$ cat config.mk
export PLATFORM = sky130hd
export DESIGN_NAME = mem_copy_engine_flat
export DESIGN_NICKNAME = d
export VERILOG_FILES = /design/src/rtl/mem_copy_engine_pkg.sv /design/src/rtl/mem_copy_engine_if.sv /design/src/rtl/mem_copy_engine_addr_gen.sv /design/src/rtl/mem_copy_engine.sv /design/src/flat_wrapper.sv
export SDC_FILE = /design/constraint.sdc
export NUM_CORES = 1
export LEC_CHECK = 0
export BUFFER_PORTS_ARGS = -buffer_cell sky130_fd_sc_hd__buf_2
export CAP_MARGIN = 15
export CORE_MARGIN = 1
export CORE_UTILIZATION = 54
export CTS_CLUSTER_DIAMETER = 30
export DETAILED_ROUTE_END_ITERATION = 16
export GPL_ROUTABILITY_DRIVEN = 0
export PLACE_DENSITY_LB_ADDON = 0.1
export SLEW_MARGIN = 20
export SYNTH_ARGS = -nofsm -noshare
export SYNTH_HDL_FRONTEND = slang
export SYNTH_HIERARCHICAL = 1
export SYNTH_SLANG_ARGS = --single-unit
export TNS_END_PERCENT = 100
$ cat constraint.sdc
create_clock -name clk -period 2.5 [get_ports clk]
set_clock_uncertainty 0.1 [all_clocks]
set_input_delay 0.25 -clock clk [delete_from_list [all_inputs] [get_ports clk]]
set_output_delay 0.25 -clock clk [all_outputs]
set_load 0.01 [all_outputs]
$ cat src/rtl/mem_copy_engine_pkg.sv
// mem_copy_pkg: shared types and helpers for the memory copy engine.
//   - state_t: controller states (IDLE, RUN, FLUSH, DONE)
//   - *_DEF: default widths for address, data and transfer length
//   - overlap_fwd(): true when [dst, dst+len) starts inside [src, src+len)
//     with dst ahead of src (modulo 2^aw); only used when the build
//     defines MEM_COPY_OVERLAP_DIR_EN.
package mem_copy_pkg;

   localparam int ADDR_WIDTH_DEF = 8;
   localparam int DATA_WIDTH_DEF = 8;
   localparam int LEN_WIDTH_DEF  = ADDR_WIDTH_DEF + 1;

   typedef enum logic [1:0] {
      IDLE  = 2'd0,
      RUN   = 2'd1,
      FLUSH = 2'd2,
      DONE  = 2'd3
   } state_t;

   // Forward overlap: 0 < (dst - src) mod 2^aw < len.  An ascending copy
   // would then clobber source bytes before they are read.
   function automatic logic overlap_fwd(input logic [31:0] src,
                                        input logic [31:0] dst,
                                        input logic [31:0] len,
                                        input int          aw);
      logic [31:0] mask;
      logic [31:0] diff;
      mask = (32'd1 << aw) - 32'd1;
      diff = (dst - src) & mask;
      return (diff != 32'd0) && (diff < len);
   endfunction

endpackage

$ cat src/rtl/mem_copy_engine_if.sv
// mem_copy_engine_if: byte-memory access bus between the copy engine and
// the on-chip memory.
//   mem_rd_en/mem_rd_addr   read request (engine -> memory)
//   mem_rd_data             read data, valid the cycle after mem_rd_en
//   mem_wr_en/mem_wr_addr/mem_wr_data  write request (engine -> memory)
// Modports: master = engine side, slave = memory side.
interface mem_copy_engine_if
   import mem_copy_pkg::*;
#(
   parameter int ADDR_WIDTH = ADDR_WIDTH_DEF,
   parameter int DATA_WIDTH = DATA_WIDTH_DEF
);
   logic                  mem_rd_en;
   logic [ADDR_WIDTH-1:0] mem_rd_addr;
   logic [DATA_WIDTH-1:0] mem_rd_data;
   logic                  mem_wr_en;
   logic [ADDR_WIDTH-1:0] mem_wr_addr;
   logic [DATA_WIDTH-1:0] mem_wr_data;

   modport master (
      output mem_rd_en, mem_rd_addr,
      input  mem_rd_data,
      output mem_wr_en, mem_wr_addr, mem_wr_data
   );

   modport slave (
      input  mem_rd_en, mem_rd_addr,
      output mem_rd_data,
      input  mem_wr_en, mem_wr_addr, mem_wr_data
   );
endinterface

$ cat src/rtl/mem_copy_engine_addr_gen.sv
// mem_copy_addr_gen: registered address sequencer (base + offset).
//   clk, rst     clock, synchronous active-high reset
//   load         capture base/count/desc; first address becomes base
//                (ascending) or base+count-1 (descending)
//   step         advance one address in the captured direction
//   desc         direction for the next load (1 = descending)
//   base, count  block start address and length
//   addr         current address (registered, wraps modulo 2^ADDR_WIDTH)
//   last         current address is the final one of the block
module mem_copy_addr_gen
   import mem_copy_pkg::*;
#(
   parameter int ADDR_WIDTH = ADDR_WIDTH_DEF,
   parameter int LEN_WIDTH  = ADDR_WIDTH + 1
)(
   input  logic                  clk,
   input  logic                  rst,
   input  logic                  load,
   input  logic                  step,
   input  logic                  desc,
   input  logic [ADDR_WIDTH-1:0] base,
   input  logic [LEN_WIDTH-1:0]  count,
   output logic [ADDR_WIDTH-1:0] addr,
   output logic                  last
);
   logic [ADDR_WIDTH-1:0] addr_reg;
   logic [LEN_WIDTH-1:0]  offset_reg;
   logic [LEN_WIDTH-1:0]  count_reg;
   logic                  desc_reg;
   logic [ADDR_WIDTH-1:0] first_addr;

   // Truncation of count-1 to ADDR_WIDTH gives the modulo wrap for free.
   assign first_addr = desc ? base + ADDR_WIDTH'(count - LEN_WIDTH'(1)) : base;

   always_ff @(posedge clk) begin
      if (rst) begin
         addr_reg   <= '0;
         offset_reg <= '0;
         count_reg  <= '0;
         desc_reg   <= 1'b0;
      end else if (load) begin
         addr_reg   <= first_addr;
         offset_reg <= '0;
         count_reg  <= count;
         desc_reg   <= desc;
      end else if (step) begin
         addr_reg   <= desc_reg ? addr_reg - ADDR_WIDTH'(1) : addr_reg + ADDR_WIDTH'(1);
         offset_reg <= offset_reg + LEN_WIDTH'(1);
      end
   end

   assign addr = addr_reg;
   assign last = (offset_reg == count_reg - LEN_WIDTH'(1));
endmodule

$ cat src/rtl/mem_copy_engine.sv
// mem_copy_engine: copies len bytes from src_addr to dst_addr inside one
// byte memory, one byte per cycle, through a 1-cycle-latency read port.
//   clk, rst            clock, synchronous active-high reset
//   start               request pulse, honoured only in IDLE
//   src_addr, dst_addr  block base addresses (captured on accepted start)
//   len                 byte count, clamped to 2^ADDR_WIDTH
//   busy                transfer in progress
//   done                one-cycle completion pulse
//   mem                 memory bus (mem_copy_engine_if.master)
// Optional macro MEM_COPY_OVERLAP_DIR_EN: copy descending when the
// destination overlaps ahead of the source, giving memmove semantics.
module mem_copy_engine
   import mem_copy_pkg::*;
#(
   parameter int ADDR_WIDTH = ADDR_WIDTH_DEF,
   parameter int DATA_WIDTH = DATA_WIDTH_DEF,
   parameter int LEN_WIDTH  = ADDR_WIDTH + 1
)(
   input  logic                  clk,
   input  logic                  rst,
   input  logic                  start,
   input  logic [ADDR_WIDTH-1:0] src_addr,
   input  logic [ADDR_WIDTH-1:0] dst_addr,
   input  logic [LEN_WIDTH-1:0]  len,
   output logic                  busy,
   output logic                  done,
   mem_copy_engine_if.master     mem
);
   localparam logic [LEN_WIDTH-1:0] MAX_LEN = LEN_WIDTH'(2 ** ADDR_WIDTH);

   state_t                state_reg;
   logic                  busy_reg;
   logic                  done_reg;
   logic                  rd_en_reg;
   logic                  wr_en_reg;
   logic [LEN_WIDTH-1:0]  len_clamped;
   logic                  accept;
   logic                  desc;
   logic [ADDR_WIDTH-1:0] rd_addr;
   logic [ADDR_WIDTH-1:0] wr_addr;
   logic                  rd_last;
   logic                  wr_last;
   logic [DATA_WIDTH-1:0] wr_data;

   assign len_clamped = (len > MAX_LEN) ? MAX_LEN : len;
   assign accept      = (state_reg == IDLE) && start;

`ifdef MEM_COPY_OVERLAP_DIR_EN
   assign desc = overlap_fwd(32'(src_addr), 32'(dst_addr), 32'(len_clamped), ADDR_WIDTH);
`else
   assign desc = 1'b0;
`endif

   // Read side steps on every issued read; the write side trails it by
   // exactly one cycle because wr_en_reg is rd_en_reg delayed.
   mem_copy_addr_gen #(.ADDR_WIDTH(ADDR_WIDTH), .LEN_WIDTH(LEN_WIDTH)) rd_gen (
      .clk(clk), .rst(rst), .load(accept), .step(rd_en_reg), .desc(desc),
      .base(src_addr), .count(len_clamped), .addr(rd_addr), .last(rd_last)
   );

   mem_copy_addr_gen #(.ADDR_WIDTH(ADDR_WIDTH), .LEN_WIDTH(LEN_WIDTH)) wr_gen (
      .clk(clk), .rst(rst), .load(accept), .step(wr_en_reg), .desc(desc),
      .base(dst_addr), .count(len_clamped), .addr(wr_addr), .last(wr_last)
   );

   always_ff @(posedge clk) begin
      if (rst) begin
         state_reg <= IDLE;
         busy_reg  <= 1'b0;
         done_reg  <= 1'b0;
         rd_en_reg <= 1'b0;
         wr_en_reg <= 1'b0;
      end else begin
         done_reg  <= 1'b0;
         wr_en_reg <= rd_en_reg;
         case (state_reg)
            IDLE: begin
               if (start) begin
                  if (len_clamped == '0) begin
                     state_reg <= DONE;
                     done_reg  <= 1'b1;
                  end else begin
                     state_reg <= RUN;
                     busy_reg  <= 1'b1;
                     rd_en_reg <= 1'b1;
                  end
               end
            end
            RUN: begin
               if (rd_last) begin
                  state_reg <= FLUSH;
                  rd_en_reg <= 1'b0;
               end
            end
            FLUSH: begin
               if (wr_last) begin
                  state_reg <= DONE;
                  busy_reg  <= 1'b0;
                  done_reg  <= 1'b1;
               end
            end
            DONE: begin
               state_reg <= IDLE;
            end
            default: state_reg <= IDLE;
         endcase
      end
   end

   // Write data is the read data of the previous cycle, passed straight through.
   assign wr_data         = mem.mem_rd_data;
   assign mem.mem_wr_data = wr_data;
   assign mem.mem_rd_en   = rd_en_reg;
   assign mem.mem_rd_addr = rd_addr;
   assign mem.mem_wr_en   = wr_en_reg;
   assign mem.mem_wr_addr = wr_addr;
   assign busy            = busy_reg;
   assign done            = done_reg;
endmodule

$ cat src/flat_wrapper.sv
// flat-port wrapper written by rule: the top's interface ports become plain ports
module mem_copy_engine_flat import mem_copy_pkg::*;
#(
   parameter int ADDR_WIDTH = ADDR_WIDTH_DEF,
   parameter int DATA_WIDTH = DATA_WIDTH_DEF,
   parameter int LEN_WIDTH  = ADDR_WIDTH + 1
)
  (clk, rst, start, src_addr, dst_addr, len, busy, done, mem_mem_rd_en, mem_mem_rd_addr, mem_mem_rd_data, mem_mem_wr_en, mem_mem_wr_addr, mem_mem_wr_data);
  mem_copy_engine_if #(.ADDR_WIDTH(ADDR_WIDTH), .DATA_WIDTH(DATA_WIDTH)) mem_i ();
  input  logic clk;
  input  logic rst;
  input  logic start;
  input  logic [ADDR_WIDTH-1:0] src_addr;
  input  logic [ADDR_WIDTH-1:0] dst_addr;
  input  logic [LEN_WIDTH-1:0] len;
  output logic busy;
  output logic done;
  output wire logic [$bits(mem_i.mem_rd_en)-1:0] mem_mem_rd_en;
  output wire logic [$bits(mem_i.mem_rd_addr)-1:0] mem_mem_rd_addr;
  input wire logic [$bits(mem_i.mem_rd_data)-1:0] mem_mem_rd_data;
  output wire logic [$bits(mem_i.mem_wr_en)-1:0] mem_mem_wr_en;
  output wire logic [$bits(mem_i.mem_wr_addr)-1:0] mem_mem_wr_addr;
  output wire logic [$bits(mem_i.mem_wr_data)-1:0] mem_mem_wr_data;
  assign mem_mem_rd_en = mem_i.mem_rd_en;
  assign mem_mem_rd_addr = mem_i.mem_rd_addr;
  assign mem_i.mem_rd_data = mem_mem_rd_data;
  assign mem_mem_wr_en = mem_i.mem_wr_en;
  assign mem_mem_wr_addr = mem_i.mem_wr_addr;
  assign mem_mem_wr_data = mem_i.mem_wr_data;
  mem_copy_engine #(.ADDR_WIDTH(ADDR_WIDTH), .DATA_WIDTH(DATA_WIDTH), .LEN_WIDTH(LEN_WIDTH)) u_core (.clk(clk), .rst(rst), .start(start), .src_addr(src_addr), .dst_addr(dst_addr), .len(len), .busy(busy), .done(done), .mem(mem_i));
endmodule
# Yosys cells after proc, flatten, opt, wreduce, memory -nomap -nowiden
# Index checks and enable logic that the tools add are counted.
[classes]
muxes = 20
reduce_logical = 11
div = 0
multipliers = 0
order_cmp = 1
n_eq_ne = 9
bitwise = 0
n_shift = 0
add_sub_neg = 5
[op_table]
columns = ["cell", "count"]
rows = [
  ["$mux 8", 4],
  ["$add 9x1->9 const B", 2],
  ["$eq 9x9->1", 2],
  ["$add 8x1->8 const B", 2],
  ["$gt 9x9->1 const B", 1],
  ["$logic_not 9->1", 1],
  ["$mux 9", 1],
  ["$sub 9x1->9 const B", 1],
  ["$mux 2", 4],
  ["$ne 2x2->1 const B", 4],
  ["$pmux 2 s4", 1],
  ["$reduce_and 4->1", 2],
  ["$reduce_bool 2->1", 4],
  ["$mux 1", 7],
  ["$pmux 1 s2", 3],
  ["$eq 2x2->1 const B", 2],
  ["$reduce_and 3->1", 1],
  ["$eq 2x1->1 const B", 1],
  ["$logic_not 2->1", 1],
  ["$reduce_or 2->1", 1],
  ["$logic_and 1x1->1", 1],
]
[word_totals]
n_memories = 0
ff_bits = 49
latchBits = 0
romBits = 0
out_inout_bits = 28
input_bits = 36
mem_bits_rw = 0

# Depth between registers and ports, before layout
[depth]
ltp_word = 6
depth_mapped = 12

# Modules after synthesis
# Netlist, hierarchy kept.
[by_module_without_submodules]
columns = ["module", "instances", "area_per_inst_um2", "cells_each"]
rows = [
  ["mem_copy_addr_gen", 2, 2152.1, 272],
  ["mem_copy_engine", 1, 484.2, 55],
]

# Least setup slack after synthesis
# Ideal clock, no wire load.
[synth_timing]
path_type = "reg2reg"
start = "register u_core.rd_gen.count_reg[0]"
end = "register u_core.rd_en_reg, in the netlist u_core/mem.mem_rd_en"
setup_ns = 0.086
stages_incl_launch_ff = 13
arrival_time_ns = 2.370
path_slack_ns = -0.057
required_time_ns = 2.314
path_buffers = 0
synth_period_minus_slack_ns = 2.557
path_cell_list = "dfxtp_1 -> inv_1 -> ha_1 -> inv_1 -> nor2_1 -> or3_1 -> a31oi_1 -> a31oi_1 -> a2111oi_2 -> nand2b_1 -> o21ai_0 -> or3_1 -> a221oi_2"
[synth_between]
elab_chain_len = 4
[synth_rtl]
columns = ["item", "line_no", "source"]
rows = [
  ["from (decl)", "mem_copy_engine_addr_gen.sv:28", "logic [LEN_WIDTH-1:0] count_reg;"],
  ["from (signal assigned)", "mem_copy_engine_addr_gen.sv:44", "count_reg <= count;"],
  ["$sub 9x1->9", "mem_copy_engine_addr_gen.sv:53", "assign last = (offset_reg == count_reg - LEN_WIDTH'(1));"],
  ["$eq 9x9->1", "mem_copy_engine_addr_gen.sv:53", ""],
  ["via u_core.rd_last", "mem_copy_engine.sv:41", "logic rd_last;"],
  ["$ne 2x2->1 (no source line)", "--", ""],
  ["$reduce_and 4->1 (no source line)", "--", ""],
  ["to (signal assigned)", "mem_copy_engine.sv:71", "rd_en_reg <= 1'b0;"],
  ["to (signal assigned)", "mem_copy_engine.sv:85", "rd_en_reg <= 1'b1;"],
  ["to (signal assigned)", "mem_copy_engine.sv:92", "rd_en_reg <= 1'b0;"],
  ["to (decl)", "mem_copy_engine.sv:34", "logic rd_en_reg;"],
]
# The timed path passes the listed nets, and every way through them passes these cells.
# A chain may end at the register's enable or synchronous reset.

# Worst setup path after layout
[layout_timing]
start = "register u_core.wr_gen.count_reg[2]"
end = "register u_core.state_reg[1]"
[layout_between]
elab_chain_len = 4
elab_cells_between_ends = 6
classes_between = "add/sub (1); eq/ne (4); reduce/logical (1)"
[layout_rtl]
columns = ["item", "line_no", "source"]
rows = [
  ["from (decl)", "mem_copy_engine_addr_gen.sv:28", ""],
  ["from (signal assigned)", "mem_copy_engine_addr_gen.sv:44", ""],
  ["$sub 9x1->9", "--", ""],
  ["$eq 9x9->1", "mem_copy_engine_addr_gen.sv:53", ""],
  ["via u_core.wr_last", "mem_copy_engine.sv:42", "logic wr_last;"],
  ["$ne 2x2->1 (no source line)", "--", ""],
  ["$reduce_and 3->1 (no source line)", "--", ""],
  ["to (signal assigned)", "mem_copy_engine.sv:68", "state_reg <= IDLE;"],
  ["to (signal assigned)", "mem_copy_engine.sv:80", "state_reg <= DONE;"],
  ["to (signal assigned)", "mem_copy_engine.sv:83", "state_reg <= RUN;"],
  ["to (decl)", "mem_copy_engine.sv:31", "state_t state_reg;"],
]
# The timed path passes the listed nets, and every way through them passes these cells.

==> PnR_summary.wiki <==
{| class="wikitable"
! Metric !! Value
|-
| Run status || completed
|-
| Maximum fanout along the worst path || 5
|-
| WP data arrival || 2.61 ns
|-
| Routed wire length || 10,500 microns
|-
| Vias in the first global route || 3,860
|-
| Post-DR wirelength/cell || 13.8 microns
|-
| Fraction of final layout cells sized beyond drive strength 1 || 17.9%
|-
| Overall die area || 0.00925 sq mm
|-
| Buffers on Ports || 47
|-
| Worst setup startpoint || u_core/wr_gen/count_reg[2]$_SDFFE_PP0P_
|-
| Number of cells produced by synthesis || 599
|-
| Flip-flop and latch count after synthesis || 60
|-
| Pint || 2.54 mW
|-
| Synthesis warning total || 6
|-
| Slowest cell on the critical path || sky130_fd_sc_hd__or3_4
|-
| Die Height || 96.2 microns
|-
| Synth top area share || 25.1%
|-
| Final worst-path cycle share || 99.4%
|-
| TritonCTS clock tree || built
|-
| Highest attainable clock frequency || 403 MHz
|-
| Net switching component of the power || 1.70 mW
|-
| Count of pins over their slew limit || 0
|-
| Antenna violations before repair || 0
|-
| DPL Wire Length || 7930 microns
|-
| Launching element type of the critical path || flip-flop
|-
| Synthesized area divided by synthesized cell count || 7.99 sq um
|-
| Start point of the worst hold path || len[6]
|-
| Via count normalized by instance count || 5.57
|-
| Largest net degree at the start of global routing || 40
|-
| Unrepaired setup endpoints after global routing || yes
|-
| Global-route usage over all layers || 24.1%
|-
| Vias post-DR || 4,220
|-
| Placement Cell Area || 0.00517 sq mm
|-
| Most used DFF post-synth || sky130_fd_sc_hd__dfxtp_1
|-
| Fraction of synthesis flops using an asynchronous set or reset pin || 0%
|-
| Clk sinks || 60
|-
| Post-synth top area cell || sky130_fd_sc_hd__dfxtp_1
|-
| Final setup violation count || 0
|-
| Total power divided by cell area || 785 mW/mm^2
|-
| Final setup slack of the worst path || 0.0157 ns
|-
| Period minus WS final || 2.48 ns
|-
| Class of the tightest hold or removal check || primary input to flip-flop
|-
| Post-CTS Hold Fix Bufs || 0
|-
| Ports || 64
|-
| Cts bufs inserted || 9
|-
| Kind of cell adding the most delay to the critical path || compound AO/OA/AOI/OAI gates
|-
| Starting density of the core || 57.1%
|-
| First DRT Iteration DRCs || 119
|-
| Leakage power || 2.49 nW
|-
| Placement Setup Slack || -0.0557 ns
|-
| Final-layout fill cell count || 730
|-
| Series of cell instances along the critical path || or3_4 -> nor3_4 -> a21oi_1 -> o22ai_1 -> a22oi_1 -> a2111oi_2 -> buf_4 -> o221ai_2 -> a211oi_2 -> a211oi_1
|-
| Max_slew headroom || 53.1%
|-
| EDFF count, synth || 0
|-
| Max clock buf depth || 2
|-
| Clock power share || 20.4%
|-
| Clock root cell || sky130_fd_sc_hd__clkbuf_8
|-
| Portion of total power attributed to sequential cells || 30.4%
|-
| Switching part of the total || 40.0%
|-
| Startpoint of the lowest-slack register-to-register path || u_core/wr_gen/count_reg[2]$_SDFFE_PP0P_
|-
| Endpoint kind of the worst setup timing path || flip-flop
|-
| Crit path kind || flip-flop to flip-flop
|-
| Latest clock arrival within the worst-skew pair || 0.34 ns
|-
| Worst path buffer plus inverter count || 1
|-
| Worst-margin pin slew || 0.703 ns
|-
| Count of nets left with antenna violations after detail routing || 0
|-
| Required time of the critical path || 2.62 ns
|-
| Worst Hold Margin || 0.107 ns
|-
| Aggregate global routing overflow || 0
|-
| Post-Synthesis Cell Area || 0.00479 sq mm
|-
| Number of failing hold endpoints at the final stage || 0
|-
| Diodes inserted || 0
|-
| Sequential element share of the synthesized area || 25.1%
|-
| Area growth from synthesis to final layout || 12.8%
|-
| Number of different library cells in the post-synthesis netlist || 56
|-
| Final routed DRC violation total || 0
|-
| Area of the core || 0.00838 sq mm
|-
| Max cap viols || 0
|-
| Clk slew on worst S/H paths || 0.07 ns
|-
| Total iterations of the first detailed-routing run || 4
|-
| Finished Cell Area || 0.00540 sq mm
|-
| Global-route wire length before repair || 17,300 microns
|-
| Biggest cell delay along the critical path || 0.41 ns
|-
| Maximum vdd ir drop || 0.525 mV
|-
| Placed Instances || 742
|-
| Area contributors post-synth || sky130_fd_sc_hd__dfxtp_1 25%, sky130_fd_sc_hd__ha_1 12%, sky130_fd_sc_hd__inv_1 6.0%
|-
| Logic pwr share || 49.1%
|-
| Post-route insts no fill || 758
|-
| Number of H-tree branching levels || 3
|-
| Aggregate negative setup slack || 0 ns
|-
| Total number of nets in the final design || 734
|-
| Die width || 96.2 microns
|-
| Number of placement rows || 33
|}
synth_stat cells (all sizes together) (4+ instances only):
| library cell | number |
|---|---|
| nor4 | 4 |
| nor4b | 4 |
| a21o | 6 |
| nand3 | 4 |
| a2111oi | 6 |
| o21ai | 33 |
| nand2 | 27 |
| and2b | 8 |
| nor3 | 22 |
| mux2i | 26 |
| o211a | 4 |
| fa | 4 |
| and3 | 6 |
| nor2b | 6 |
| or3 | 11 |
| xor2 | 24 |
| nand4 | 14 |
| buf | 12 |
| o21a | 6 |
| dfxtp | 60 |
| ha | 45 |
| inv | 77 |
| a221oi | 4 |
| xnor2 | 20 |
| a31oi | 4 |
| clkbuf | 18 |
| nand2b | 7 |
| a21oi | 30 |
| a211oi | 20 |
| nor2 | 58 |
cell type report:
type	count	area (sq um)	area share [%]
multi-input combinational	432	3180	58.8
sequential	60	1200	22.3
timing repair buffer	69	408	7.55
inverter	77	289	5.35
clock buffer	11	141	2.62
tap	105	131	2.43
clock inverter	4	50.0	0.927
power groups by stage:
stage | logic (mW) | clock network, mW | registers, mW
2_1_floorplan | 1.44 | 0 | 1.35
3_3_place_gp | 1.95 | 0 | 1.30
3_5_place_dp | 2.00 | 0 | 1.31
4_1_cts | 2.03 | 0.885 | 1.29
5_1_grt | 2.32 | 0.930 | 1.31
6_report | 2.08 | 0.866 | 1.29
placed cells by master (no fill, tap or decap), drive strengths merged, types with 6 or more instances in the layout:
cell and n:
xnor2 20, or3 11, nor3 22, xor2 24
clkbuf 11, a211oi 20, dfxtp 60, a2111oi 6
and3 6, nand2 27, nand4 14, nand2b 7
nor2 58, a21o 6, inv 77, mux2i 26
a21oi 30, ha 45, buf 69, o21a 6
o21ai 33, and2b 8, nor2b 6
stage by stage:
stage | total power, mW | util (%)
6_report | 4.24 | 64.4
5_1_grt | 4.57 | 64.4
4_1_cts | 4.20 | 64.0
3_5_place_dp | 3.31 | 61.7
3_3_place_gp | 3.25 | 61.7
2_1_floorplan | 2.80 | -
final timing paths:
check        slack [ns]                                to  cells past startpoint
max reg2reg        0.02  u_core/state_reg[1]$_SDFFE_PP0P_                     10
min reg2reg        0.39          u_core/busy$_SDFFE_PP0P_                      2
min                0.11            u_core/done$_SDFF_PP0_                      3
max                0.02  u_core/state_reg[1]$_SDFFE_PP0P_                     10
cell families after synthesis:
family,Yosys count,synth area share (%)
and+or+nand+nor,181,20.4
AOI/OAI and AO/OA,128,17.8
buffers and inverters,108,9.20
DFF,60,25.1
adders and majority gates,49,13.4
xor gates and xnor gates,44,8.05
muxes,28,5.91
other,1,0.0783
worst min-delay path, stage by stage:
cell	delay, ns
sky130_fd_sc_hd__buf_2	0.09
sky130_fd_sc_hd__nand4b_1	0.10
sky130_fd_sc_hd__a21oi_1	0.06
per-layer routing:
| metal | vias to the layer above | routed length (microns) | track usage (%) |
|---|---|---|---|
| li1 | 2185 | - | - |
| met1 | 1932 | 5140 | 30.7 |
| met2 | 81 | 4750 | 40.0 |
| met3 | 22 | 297 | 3.08 |
| met4 | 0 | 263 | 11.6 |
| met5 | - | 0 | 0 |
timing repair:
action	in CTS	in global routing
pin swaps	0	7
setup buffers	0	1
gates resized for setup	2	9
gates cloned	0	0
endpoints found under the setup margin	3	4
Power figures use the tool's default switching activity.
